## config.mk

```make
export PLATFORM = sky130hd
export DESIGN_NAME = interrupt_priority_core_flat
export DESIGN_NICKNAME = d
export VERILOG_FILES = /design/src/rtl/interrupt_priority_core_if.sv /design/src/rtl/interrupt_priority_core.sv /design/src/flat_wrapper.sv
export SDC_FILE = /design/constraint.sdc
export NUM_CORES = 1
export LEC_CHECK = 0
export CAP_MARGIN = 10
export CORE_UTILIZATION = 45
export DETAILED_ROUTE_END_ITERATION = 8
export PLACE_DENSITY_LB_ADDON = 0.1
export SYNTH_ARGS = -nofsm -noshare
export SYNTH_HDL_FRONTEND = slang
export SYNTH_SLANG_ARGS = --single-unit
export TNS_END_PERCENT = 10
```

## constraint.sdc

```tcl
create_clock -name clk -period 9.37 [get_ports clk]
set_input_delay 1.874 -clock clk [delete_from_list [all_inputs] [get_ports clk]]
set_output_delay 1.874 -clock clk [all_outputs]
set_load 0.02 [all_outputs]
```

## src/rtl/interrupt_priority_core_if.sv

```systemverilog
`default_nettype none
// ============================================================================
//  Module      : interrupt_priority_core_if
//  Description : Signal bundle between the 8259A command-word front end and
//                the interrupt priority core.
//                slave  : the priority core (consumes requests and command
//                         words, produces INT, vector and status registers)
//                master : the front end / CPU side driving it
//  Signals     : IR[7:0] requests, INTA (active low), ICW1/ICW2/ICW4/OCW1/
//                OCW2 command words, ICWFlags (4'hF = init done), ocw2Strobe,
//                INT, vectorOut[7:0], vectorValid, ISR[7:0], IRR[7:0]
//  Revision    : 1.0 - initial release
// ============================================================================
interface interrupt_priority_core_if;
    logic [7:0] IR;
    logic       INTA;
    logic [7:0] ICW1;
    logic [7:0] ICW2;
    logic [7:0] ICW4;
    logic [7:0] OCW1;
    logic [7:0] OCW2;
    logic [3:0] ICWFlags;
    logic       ocw2Strobe;
    logic       INT;
    logic [7:0] vectorOut;
    logic       vectorValid;
    logic [7:0] ISR;
    logic [7:0] IRR;

    modport slave (
        input  IR, INTA, ICW1, ICW2, ICW4, OCW1, OCW2, ICWFlags, ocw2Strobe,
        output INT, vectorOut, vectorValid, ISR, IRR
    );

    modport master (
        output IR, INTA, ICW1, ICW2, ICW4, OCW1, OCW2, ICWFlags, ocw2Strobe,
        input  INT, vectorOut, vectorValid, ISR, IRR
    );
endinterface
`default_nettype wire

```

## src/rtl/interrupt_priority_core.sv

```systemverilog
`default_nettype none
// ============================================================================
//  Module      : interrupt_priority_core
//  Description : 8259A request/in-service core. Latches IR requests (edge or
//                level), masks with OCW1, resolves priority relative to a
//                rotating lowest-priority pointer, drives INT, runs the
//                two-pulse INTA acknowledge and executes OCW2 EOI/rotation.
//  Ports       : clk   - rising-edge clock
//                reset - synchronous active-high reset
//                bus   - interrupt_priority_core_if.slave (requests, command
//                        words, INT, vector, ISR/IRR status)
//  Options     : AUTO_EOI_EN - when defined, ICW4[1] AEOI is honored and
//                OCW2 codes 100/000 set/clear rotate-on-AEOI.
//  Revision    : 1.0 - initial release
// ============================================================================
module interrupt_priority_core (
    input  wire                          clk,
    input  wire                          reset,
    interrupt_priority_core_if.slave     bus
);

    localparam logic [0:0] c_IDLE  = 1'b0;
    localparam logic [0:0] c_WAIT2 = 1'b1;

    logic [0:0] r_state;
    logic [7:0] r_irr;
    logic [7:0] r_isr;
    logic [2:0] r_lp;
    logic [2:0] r_level;
    logic       r_spurious;
    logic       r_rotate_aeoi;
    logic [7:0] r_ir_prev;
    logic       r_inta_prev;
    logic       r_int;
    logic [7:0] r_vector;
    logic       r_vvalid;

    // Rotate so that the highest-priority level (lp+1) lands on bit 0.
    function automatic logic [7:0] rot_by(input logic [7:0] v, input logic [2:0] s);
        logic [15:0] dbl;
        dbl = {v, v} >> s;
        return dbl[7:0];
    endfunction

    // {found, position of lowest set bit}
    function automatic logic [3:0] first_set(input logic [7:0] v);
        logic [3:0] res;
        res = 4'b0000;
        for (int j = 7; j >= 0; j--) begin
            if (v[j]) res = {1'b1, j[2:0]};
        end
        return res;
    endfunction

    logic [2:0] w_base;
    logic [3:0] w_win_enc;
    logic [3:0] w_isr_enc;
    logic       w_win_vld;
    logic       w_isr_vld;
    logic [2:0] w_win_idx;
    logic [2:0] w_isr_idx;
    logic       w_int_cond;
    logic       w_aeoi_en;

    assign w_base    = r_lp + 3'd1;
    assign w_win_enc = first_set(rot_by(r_irr & ~bus.OCW1, w_base));
    assign w_isr_enc = first_set(rot_by(r_isr, w_base));
    assign w_win_vld = w_win_enc[3];
    assign w_isr_vld = w_isr_enc[3];
    assign w_win_idx = w_win_enc[2:0] + w_base;
    assign w_isr_idx = w_isr_enc[2:0] + w_base;
    // Rotated positions are priority ranks: smaller rank = higher priority.
    assign w_int_cond = w_win_vld && (!w_isr_vld || (w_win_enc[2:0] < w_isr_enc[2:0]));

`ifdef AUTO_EOI_EN
    assign w_aeoi_en = bus.ICW4[1];
`else
    assign w_aeoi_en = 1'b0;
`endif

    logic       w_inta_fall;
    logic [7:0] w_ack_mask;
    logic [7:0] w_eoi_mask;
    logic [7:0] w_aeoi_mask;
    logic [2:0] w_lp_nxt;
    logic       w_ocw2_lp;
    logic       w_rot_nxt;
    logic [0:0] w_state_nxt;
    logic [2:0] w_level_nxt;
    logic       w_spur_nxt;
    logic [7:0] w_vec_nxt;
    logic       w_vvalid_nxt;
    logic [7:0] w_irr_src;
    logic [7:0] w_irr_nxt;
    logic [7:0] w_isr_nxt;

    always_comb begin
        w_inta_fall  = r_inta_prev & ~bus.INTA;
        w_ack_mask   = 8'h00;
        w_eoi_mask   = 8'h00;
        w_aeoi_mask  = 8'h00;
        w_lp_nxt     = r_lp;
        w_ocw2_lp    = 1'b0;
        w_rot_nxt    = r_rotate_aeoi;
        w_state_nxt  = r_state;
        w_level_nxt  = r_level;
        w_spur_nxt   = r_spurious;
        w_vec_nxt    = r_vector;
        w_vvalid_nxt = 1'b0;

        if (bus.ocw2Strobe) begin
            case (bus.OCW2[7:5])
                3'b001: if (w_isr_vld) w_eoi_mask = 8'h01 << w_isr_idx;
                3'b011: w_eoi_mask = 8'h01 << bus.OCW2[2:0];
                3'b101: begin
                    if (w_isr_vld) begin
                        w_eoi_mask = 8'h01 << w_isr_idx;
                        w_lp_nxt   = w_isr_idx;
                        w_ocw2_lp  = 1'b1;
                    end
                end
                3'b111: begin
                    w_eoi_mask = 8'h01 << bus.OCW2[2:0];
                    w_lp_nxt   = bus.OCW2[2:0];
                    w_ocw2_lp  = 1'b1;
                end
                3'b110: begin
                    w_lp_nxt  = bus.OCW2[2:0];
                    w_ocw2_lp = 1'b1;
                end
`ifdef AUTO_EOI_EN
                3'b100: w_rot_nxt = 1'b1;
                3'b000: w_rot_nxt = 1'b0;
`else
                3'b100: w_rot_nxt = 1'b0;
                3'b000: w_rot_nxt = 1'b0;
`endif
                default: ;
            endcase
        end

        case (r_state)
            c_IDLE: begin
                if (w_inta_fall) begin
                    w_state_nxt = c_WAIT2;
                    if (w_win_vld) begin
                        w_level_nxt = w_win_idx;
                        w_spur_nxt  = 1'b0;
                        w_ack_mask  = 8'h01 << w_win_idx;
                    end else begin
                        w_level_nxt = 3'd7;
                        w_spur_nxt  = 1'b1;
                    end
                end
            end
            c_WAIT2: begin
                if (w_inta_fall) begin
                    w_state_nxt  = c_IDLE;
                    w_vec_nxt    = {bus.ICW2[7:3], r_level};
                    w_vvalid_nxt = 1'b1;
                    if (w_aeoi_en && !r_spurious) begin
                        w_aeoi_mask = 8'h01 << r_level;
                        // An explicit OCW2 pointer write in the same cycle takes precedence.
                        if (r_rotate_aeoi && !w_ocw2_lp) w_lp_nxt = r_level;
                    end
                end
            end
            default: w_state_nxt = c_IDLE;
        endcase

        w_irr_src = bus.ICW1[3] ? bus.IR : (r_irr | (bus.IR & ~r_ir_prev));
        w_irr_nxt = w_irr_src & ~w_ack_mask;
        // Clears first, then the acknowledge set, so a colliding set wins.
        w_isr_nxt = (r_isr & ~w_eoi_mask & ~w_aeoi_mask) | w_ack_mask;
    end

    always_ff @(posedge clk) begin
        if (reset || (bus.ICWFlags != 4'hF)) begin
            r_state       <= c_IDLE;
            r_irr         <= 8'h00;
            r_isr         <= 8'h00;
            r_lp          <= 3'd7;
            r_level       <= 3'd0;
            r_spurious    <= 1'b0;
            r_rotate_aeoi <= 1'b0;
            r_ir_prev     <= 8'h00;
            r_inta_prev   <= 1'b1;
            r_int         <= 1'b0;
            r_vector      <= 8'h00;
            r_vvalid      <= 1'b0;
        end else begin
            r_state       <= w_state_nxt;
            r_irr         <= w_irr_nxt;
            r_isr         <= w_isr_nxt;
            r_lp          <= w_lp_nxt;
            r_level       <= w_level_nxt;
            r_spurious    <= w_spur_nxt;
            r_rotate_aeoi <= w_rot_nxt;
            r_ir_prev     <= bus.IR;
            r_inta_prev   <= bus.INTA;
            // INT is judged on the registered state, and held low in WAIT2.
            r_int         <= (w_state_nxt == c_IDLE) && w_int_cond;
            r_vector      <= w_vec_nxt;
            r_vvalid      <= w_vvalid_nxt;
        end
    end

    assign bus.INT         = r_int;
    assign bus.vectorOut   = r_vector;
    assign bus.vectorValid = r_vvalid;
    assign bus.ISR         = r_isr;
    assign bus.IRR         = r_irr;

    logic w_unused_bits;
    assign w_unused_bits = ^{bus.ICW1[7:4], bus.ICW1[2:0], bus.ICW2[2:0], bus.ICW4, bus.OCW2[4:3]};

endmodule
`default_nettype wire

```

## src/flat_wrapper.sv

```systemverilog
// flat-port wrapper written by rule: the top's interface ports become plain ports
module interrupt_priority_core_flat 
  (clk, reset, bus_IR, bus_INTA, bus_ICW1, bus_ICW2, bus_ICW4, bus_OCW1, bus_OCW2, bus_ICWFlags, bus_ocw2Strobe, bus_INT, bus_vectorOut, bus_vectorValid, bus_ISR, bus_IRR);
  interrupt_priority_core_if bus_i ();
  input  wire clk;
  input  wire reset;
  input wire logic [$bits(bus_i.IR)-1:0] bus_IR;
  input wire logic [$bits(bus_i.INTA)-1:0] bus_INTA;
  input wire logic [$bits(bus_i.ICW1)-1:0] bus_ICW1;
  input wire logic [$bits(bus_i.ICW2)-1:0] bus_ICW2;
  input wire logic [$bits(bus_i.ICW4)-1:0] bus_ICW4;
  input wire logic [$bits(bus_i.OCW1)-1:0] bus_OCW1;
  input wire logic [$bits(bus_i.OCW2)-1:0] bus_OCW2;
  input wire logic [$bits(bus_i.ICWFlags)-1:0] bus_ICWFlags;
  input wire logic [$bits(bus_i.ocw2Strobe)-1:0] bus_ocw2Strobe;
  output wire logic [$bits(bus_i.INT)-1:0] bus_INT;
  output wire logic [$bits(bus_i.vectorOut)-1:0] bus_vectorOut;
  output wire logic [$bits(bus_i.vectorValid)-1:0] bus_vectorValid;
  output wire logic [$bits(bus_i.ISR)-1:0] bus_ISR;
  output wire logic [$bits(bus_i.IRR)-1:0] bus_IRR;
  assign bus_i.IR = bus_IR;
  assign bus_i.INTA = bus_INTA;
  assign bus_i.ICW1 = bus_ICW1;
  assign bus_i.ICW2 = bus_ICW2;
  assign bus_i.ICW4 = bus_ICW4;
  assign bus_i.OCW1 = bus_OCW1;
  assign bus_i.OCW2 = bus_OCW2;
  assign bus_i.ICWFlags = bus_ICWFlags;
  assign bus_i.ocw2Strobe = bus_ocw2Strobe;
  assign bus_INT = bus_i.INT;
  assign bus_vectorOut = bus_i.vectorOut;
  assign bus_vectorValid = bus_i.vectorValid;
  assign bus_ISR = bus_i.ISR;
  assign bus_IRR = bus_i.IRR;
  interrupt_priority_core u_core (.clk(clk), .reset(reset), .bus(bus_i));
endmodule
```

==> out/metrics.csv, run 1 <==
stage;metric;value;unit
outcome;status;complete, but fails checks;
outcome;violations;DRC;
floorplan;die_area;0.00715;mm²
placed_design;dp_hpwl;5.82;mm
route;routedWlPerCell;15.8;µm
setup_path;worstSetupStartpointType;primary input;
run;drv_cap;0;
yosys;yosys-top-cells-area;dfxtp_1, mux2i_1, mux4_2, o21ai_0, mux2_2;
yosys;synth_most_common_cell;dfxtp_1;
sta;finalSetupTns;0;ns
clock_tree;cts-buffers-inserted;5;
yosys;synth.top_cell.area_share;27.4;%
sta;relSlewSlack;36.9;%
yosys;syn_nets;430;
setup_path;cp-end-kind;register;
floorplan;die_h;84.5;µm
yosys;synth_adder_area_share;4.16;%
setup_path;cp_slowest_cell;nor4_1;
final_layout;antenna_cells;0;
grt;grt_pass1_vias;2785;
power;p_per_area;86.0;mW/mm²
yosys;synth_area_leader_cell;dfxtp_1;
power;vdd_ir_drop_max;0.0836;mV
sta;fin_skew;0.00562;ns
min_path;min_path_type;register to register;
yosys;synth-async-reset-ratio;0;%
power;pwr-share-clk;33.1;%
route;viasPerCell;5.98;
floorplan;io_pins;82;
grt;grt_usage;23.2;%
sta;finalCritPeriodShare;61.9;%
power;power_frac_seq;55.3;%
clock_tree;cts-root-buf;clkbuf_8;
final_layout;drive_above_1_share;8.37;%
sta;hold_viol_final;0;
power;p_int;0.000251;W
clock_tree;cts_tree;done;
grt;grt_overflow;0;
yosys;synth_top_family_by_area;simple AND/OR/NAND/NOR gates;
grt;antenna_found_initial;0;
placed_design;io_buffers;61;
floorplan;core_area;0.00646;mm²
setup_path;required;9.56;ns
power;power_switching;0.0000749;W
route;dr.pass1.iters;6;
yosys;synthCells;365;
setup_path;slowest_delay;0.75;ns
setup_path;cp_max_fo;8;
sta;worst_slack;3.57;ns
power;p_leak;1.35;nW
clock_tree;post_cts_buffers;0;
yosys;ys.flop_type;dfxtp_1;
clock_tree;clock_path_buffers;2;
final_layout;area.growth.synth_to_final;23.6;%
power;p_sw_share;23.0;%
grt;grt_pass1_wl;13.5;mm
clock_tree;post_cts_resized;0;
yosys;ys_ff_latch;42;
sta;fin_crit;5.80;ns
final_layout;fin_nets;483;
placed_design;place_ws;3.29;ns
sta;whs;0.496;ns
yosys;synth_simple_gate_area_share;22.9;%
setup_path;crit_chain;clkdlybuf4s50_1 > nand2b_1 > mux4_2 > mux2_2 > o21ai_0 > a21oi_1 > nor3_1 > ha_1 > inv_1 > fa_1 > nor4_1 > nand2_1 > nor2_1 > a31oi_1 > and3_1;
yosys;synth-edff-count;0;
route;dr_total_vias;2960;
placed_design;dp.cells;488;
sta;setup_viol;0;
clock_tree;postCtsHoldBufs;0;
clock_tree;clk_pin_slew;0.07;ns
final_layout;postLayoutCoreUtil;58.6;%
yosys;synth_compound_area_share;18.6;%
route;drc;7;
clock_tree;htree_levels;2;
sta;max_freq;173;MHz
setup_path;worstPathArrival;5.98;ns
clock_tree;cts_sinks;42;
clock_tree;clkLatencyLatePin;0.29;ns
route;ant_nets;0;
route;drtIter0Drc;174;
final_layout;fin_cells;495;
floorplan;num_rows;29;
sta;rsz0062_at_grt;false;
yosys;syn_area;0.00307;mm²
sta;maxSlewViolCount;0;
setup_path;rr_worst_depth;15;
yosys;ys_seq_area_share;27.4;%
sta;tightest_slew;0.945;ns
route;totalWireLength;7.84;mm
yosys;muxShareOfSynthArea;18.7;%
yosys;syn_area_per_cell;8.40;µm²
yosys;synthXorXnorAreaFrac;2.49;%
placed_design;place_congestion;0.863;
floorplan;initial_core_util;47.5;%
power;p_comb_share;11.6;%
setup_path;crit_type;primary input to register;
yosys;yosys-top-cells-count;dfxtp_1, mux2i_1, inv_1, nor2_1, o21ai_0;
min_path;min_delay_path_depth;2;
final_layout;fillCellCount;606;
yosys;ys_types;58;
yosys;synth-warning-count;0;
grt;grt_max_degree;30;
floorplan;fp.dieW;84.5;µm
## path summary, 6_finish.rpt
kind              slack [ns]               startpoint                       to
hold / removal          0.50  u_core.bus.vectorOut[5]  u_core.bus.vectorOut[5]
hold reg to reg         0.50  u_core.bus.vectorOut[5]  u_core.bus.vectorOut[5]
setup / recovery        3.57              bus_OCW1[1]        u_core.bus.IRR[2]
setup reg to reg        3.79           u_core.r_lp[0]        u_core.bus.IRR[2]
## stage by stage
stage | cell area (µm²) | power [W]
4_1_cts | 3790 | 0.000329
6_report | 3790 | 0.000326
5_1_grt | 3790 | 0.000342
3_3_place_gp | 3710 | 0.000221
2_1_floorplan | 3070 | 0.000201
3_5_place_dp | 3710 | 0.000222
## per-layer routing
| metal | GRT usage (%) | vias up | share of wire, % |
|---|---|---|---|
| li1 | - | 1443 | - |
| met2 | 37.3 | 112 | 45 |
| met4 | 4.78 | 0 | 0.97 |
| met1 | 33.3 | 1395 | 47 |
| met3 | 3.34 | 10 | 6.9 |
| met5 | 0 | - | 0 |
## critical path, delay by kind of cell
kind	cells	cell delay [ns]
AND/OR/NAND/NOR	6	1.77
adder cells (fa/ha/maj)	2	0.73
multiplexers	2	0.83
AO/OA/AOI/OAI	3	0.33
buffers and inverters	2	0.44
## cell type report
| type | instances | area, µm² | share of cell area, % |
|---|---|---|---|
| clock buffers | 5 | 68.8 | 1.82 |
| clock inverters | 2 | 10.0 | 0.264 |
| inverters | 26 | 97.6 | 2.58 |
| multi-input cells | 280 | 2050 | 54.1 |
| flip-flops and latches | 42 | 841 | 22.2 |
| well taps | 77 | 96.3 | 2.54 |
| repair buffers | 63 | 626 | 16.5 |
## flip-flops by register name (all words and copies together), names as in the netlist
| name | cells |
|---|---|
| u_core.r_inta_prev | 1 |
| u_core.r_level | 3 |
| u_core.bus.INT | 1 |
| u_core.r_state | 1 |
| u_core.bus.vectorOut | 8 |
| u_core.r_lp | 3 |
| u_core.bus.ISR | 8 |
| u_core.r_ir_prev | 8 |
| u_core.bus.IRR | 8 |
| u_core.bus.vectorValid | 1 |
## power by group through the flow
stage               clock (W)  sequential [W]  combinational, W
floorplan                   0        0.000184         0.0000168
global placement            0        0.000184         0.0000371
detailed placement          0        0.000184         0.0000374
CTS                  0.000111        0.000180         0.0000378
global route         0.000120        0.000180         0.0000419
finish               0.000108        0.000180         0.0000378
## cells in the final DEF (no fill, tap or decap), types with 2 or more instances in the layout
cell type / synthesis / final
nand4b_1: 2 / 2
o21ai_0: 24 / 24
inv_1: 24 / 24
nand2b_1: 15 / 15
o211a_1: 2 / 2
and3_1: 9 / 9
nor2_1: 24 / 24
nand3_1: 3 / 3
a211oi_1: 6 / 6
a21o_1: 2 / 2
nor3_1: 15 / 15
dfxtp_1: 42 / 42
buf_4: 0 / 2
mux2_2: 10 / 10
xnor2_1: 4 / 4
fa_1: 2 / 2
nor4_1: 4 / 4
or3_1: 3 / 3
o211ai_1: 11 / 11
o311ai_0: 3 / 3
clkdlybuf4s50_1: 0 / 61
o22ai_1: 7 / 7
a31oi_1: 6 / 6
ha_1: 7 / 7
clkinv_2: 0 / 2
mux4_2: 7 / 7
and2_1: 12 / 12
nand4_1: 10 / 10
nor2b_1: 3 / 3
nand2_1: 21 / 21
clkbuf_8: 0 / 5
nor3b_1: 3 / 3
mux2i_1: 29 / 29
a21oi_1: 14 / 14
## cells by family (layout without fill, tap and decap cells)
family	after synthesis	after routing
flops	42	42
buf+inv	43	96
mux	47	47
compound gates	87	87
simple gates	130	130
xor+xnor	7	7
fa+ha+maj	9	9
No activity file was read; power rests on OpenSTA's default activity.
==> run 2: changes to the inputs <==
==> constraint.sdc (replaced) <==
create_clock -name clk -period 5.6 [get_ports clk]
set_input_delay 1.12 -clock clk [delete_from_list [all_inputs] [get_ports clk]]
set_output_delay 1.12 -clock clk [all_outputs]
set_load 0.02 [all_outputs]
==> run 2 against run 1 <==
The run still ends with DRC left. Critical path depth rose by 1. Clock-buffer cell count is 1 higher. Non-clock buffer count is 5 higher. Largest cell class unchanged. Highest routed layer unchanged.
==> out/metrics.csv, run 2 (same netlist as run 1, synthesis figures left out) <==
stage;metric;value;unit
sta;maxSlewViolCount;0;
route;ant_nets;0;
grt;grt_use_met1;32.5;%
clock_tree;clkLatencyLatePin;0.29;ns
grt;gr-usage-met3;3.83;%
sta;finalSetupTns;0;ns
placed_design;io_buffers;61;
power;p_int;0.000479;W
setup_path;crit_chain;clkdlybuf4s50_1 > nand2b_1 > mux4_2 > mux2_2 > o21ai_0 > a21oi_1 > nor3_1 > ha_1 > inv_1 > fa_1 > nor4_1 > buf_4 > nand2_1 > nor2_1 > a31oi_1 > and3_1;
setup_path;cp_slowest_cell;mux4_2;
run;drv_cap;0;
final_layout;area.growth.synth_to_final;25.9;%
route;dr.pass1.iters;9;
clock_tree;postCtsHoldBufs;0;
min_path;hp-start;u_core.r_lp[1];
sta;tightest_slew;0.622;ns
setup_path;slowest_delay;0.54;ns
min_path;worst_hold_path.endpoint;u_core.r_lp[1];
placed_design;dp_hpwl;5.95;mm
power;vdd_ir_drop_max;0.159;mV
route;dr_total_vias;2964;
setup_path;r2r_start;u_core.r_lp[0];
sta;rsz0062_at_grt;false;
route;drc;7;
clock_tree;post_cts_resized;0;
setup_path;worstPathArrival;5.17;ns
power;power_switching;0.000131;W
setup_path;cp_max_fo;8;
sta;fin_crit;4.98;ns
clock_tree;cts-buffers-inserted;5;
route;routedWlPerCell;16.0;µm
final_layout;final_cell_mix;clkdlybuf4s50_1, dfxtp_1, mux2i_1;
final_layout;antenna_cells;0;
floorplan;fp.dieW;84.5;µm
grt;grt_usage;23.2;%
clock_tree;clock_path_buffers;2;
power;p_sw_share;21.5;%
route;viasPerCell;5.93;
final_layout;mostFrequentLayoutCell;clkdlybuf4s50_1;
grt;grt_pass1_vias;2809;
outcome;status;complete, but fails checks;
outcome;violations;DRC;
grt;grt_most_used_layer;met2;
floorplan;core_area;0.00646;mm²
clock_tree;cts-root-buf;clkbuf_8;
floorplan;die_h;84.5;µm
sta;max_freq;201;MHz
setup_path;crit_type;primary input to register;
grt;grt_pass1_wl;13.5;mm
clock_tree;post_cts_buffers;0;
sta;relSlewSlack;58.2;%
placed_design;place_area;0.00375;mm²
floorplan;die_area;0.00715;mm²
route;drtIter0Drc;162;
floorplan;num_rows;29;
setup_path;worstSetupStartpointType;primary input;
setup_path;r2r-end;u_core.bus.IRR[2];
grt;use_met2;37.5;%
sta;finalCritPeriodShare;88.9;%
setup_path;critPathTopFamily;simple AND/OR/NAND/NOR gates;
power;p_comb_share;10.5;%
floorplan;initial_core_util;47.5;%
setup_path;rr_worst_depth;16;
power;p_leak;1.39;nW
power;pwr-share-clk;40.2;%
min_path;min_delay_path_depth;2;
sta;fin_skew;0.00599;ns
grt;grt_overflow;0;
placed_design;place_congestion;0.855;
final_layout;fillCellCount;604;
clock_tree;cts_sinks;42;
setup_path;required;5.79;ns
setup_path;cp_num_buf_inv;3;
setup_path;r2r_slack;0.97;ns
grt;grt_max_degree;30;
clock_tree;cts_tree;done;
final_layout;drive_above_1_share;9.46;%
sta;hold_viol_final;0;
floorplan;io_pins;82;
power;power_frac_seq;49.3;%
final_layout;fin_nets;488;
sta;setup_viol;0;
grt;antenna_found_initial;0;
final_layout;multi_input_area;0.00205;mm²
min_path;min_path_type;register to register;
clock_tree;clk_pin_slew;0.08;ns
final_layout;seqCellArea;841;µm²
clock_tree;htree_levels;2;
route;totalWireLength;8.01;mm
power;p_per_area;158;mW/mm²
setup_path;cp-end-kind;register;
final_layout;final_area;0.00386;mm²
run 2: power by group through the flow:
stage / registers [W] / logic [W] / clock network [W]
after floorplan: 0.000309 / 0.0000281 / 0
after detailed placement: 0.000308 / 0.0000632 / 0
after global routing: 0.000301 / 0.0000705 / 0.000260
after CTS: 0.000301 / 0.0000638 / 0.000250
after global placement: 0.000308 / 0.0000629 / 0
final: 0.000301 / 0.0000639 / 0.000245
run 2: final cells by class:
cell class,count,share of cell area (%)
clock buffer,6,2.14
clock inverter,1,0.778
inverter,26,2.53
multi-input combinational,280,53.1
sequential,42,21.8
tap,77,2.50
timing repair buffer,68,17.2
run 2: worst max path at each step:
stage	startpoint	endpoint	cells past startpoint
2_1_floorplan	bus_OCW1[0]	u_core.bus.IRR[2]	14
3_3_place_gp	bus_OCW1[4]	u_core.bus.IRR[2]	16
3_5_place_dp	bus_OCW1[3]	u_core.bus.IRR[2]	16
4_1_cts	bus_OCW1[4]	u_core.bus.IRR[2]	16
5_1_grt	bus_OCW1[4]	u_core.bus.IRR[2]	16
6_report	bus_OCW1[4]	u_core.bus.IRR[2]	16
run 2: metal layers:
metal / up-vias / part of all wire, %
li1: 1458 / -
met1: 1396 / 46
met2: 94 / 45
met3: 16 / 6.4
met4: 0 / 1.8
met5: - / 0
run 2: metrics by stage:
step	setup slack (ns)	hold slack (ns)	utilization, %	power [W]	instances
after floorplan	1.28	0.456	-	0.000337	365
after global placement	0.430	0.474	58.0	0.000371	493
after detailed placement	0.367	0.483	58.0	0.000371	493
after CTS	0.641	0.503	59.7	0.000615	500
after global routing	0.427	0.538	59.7	0.000632	500
final	0.621	0.498	59.7	0.000610	500
run 2: worst min-delay path, stage by stage (launching register included):
cell and delay, ns:
dfxtp_1 0.32, nand2_1 0.05, o211ai_1 0.08
==> run 3: changes to the inputs <==
==> constraint.sdc (replaced) <==
create_clock -name clk -period 5.6 [get_ports clk]
set_input_delay 1.12 -clock clk [delete_from_list [all_inputs] [get_ports clk]]
set_output_delay 1.12 -clock clk [all_outputs]
set_load 0.05 [all_outputs]
==> results of run 3 <==
The final DEF is identical to that of run 2. Status: complete, but fails checks: DRC.
Among the figures that moved: total power 0.000610 W -> 0.000611 W
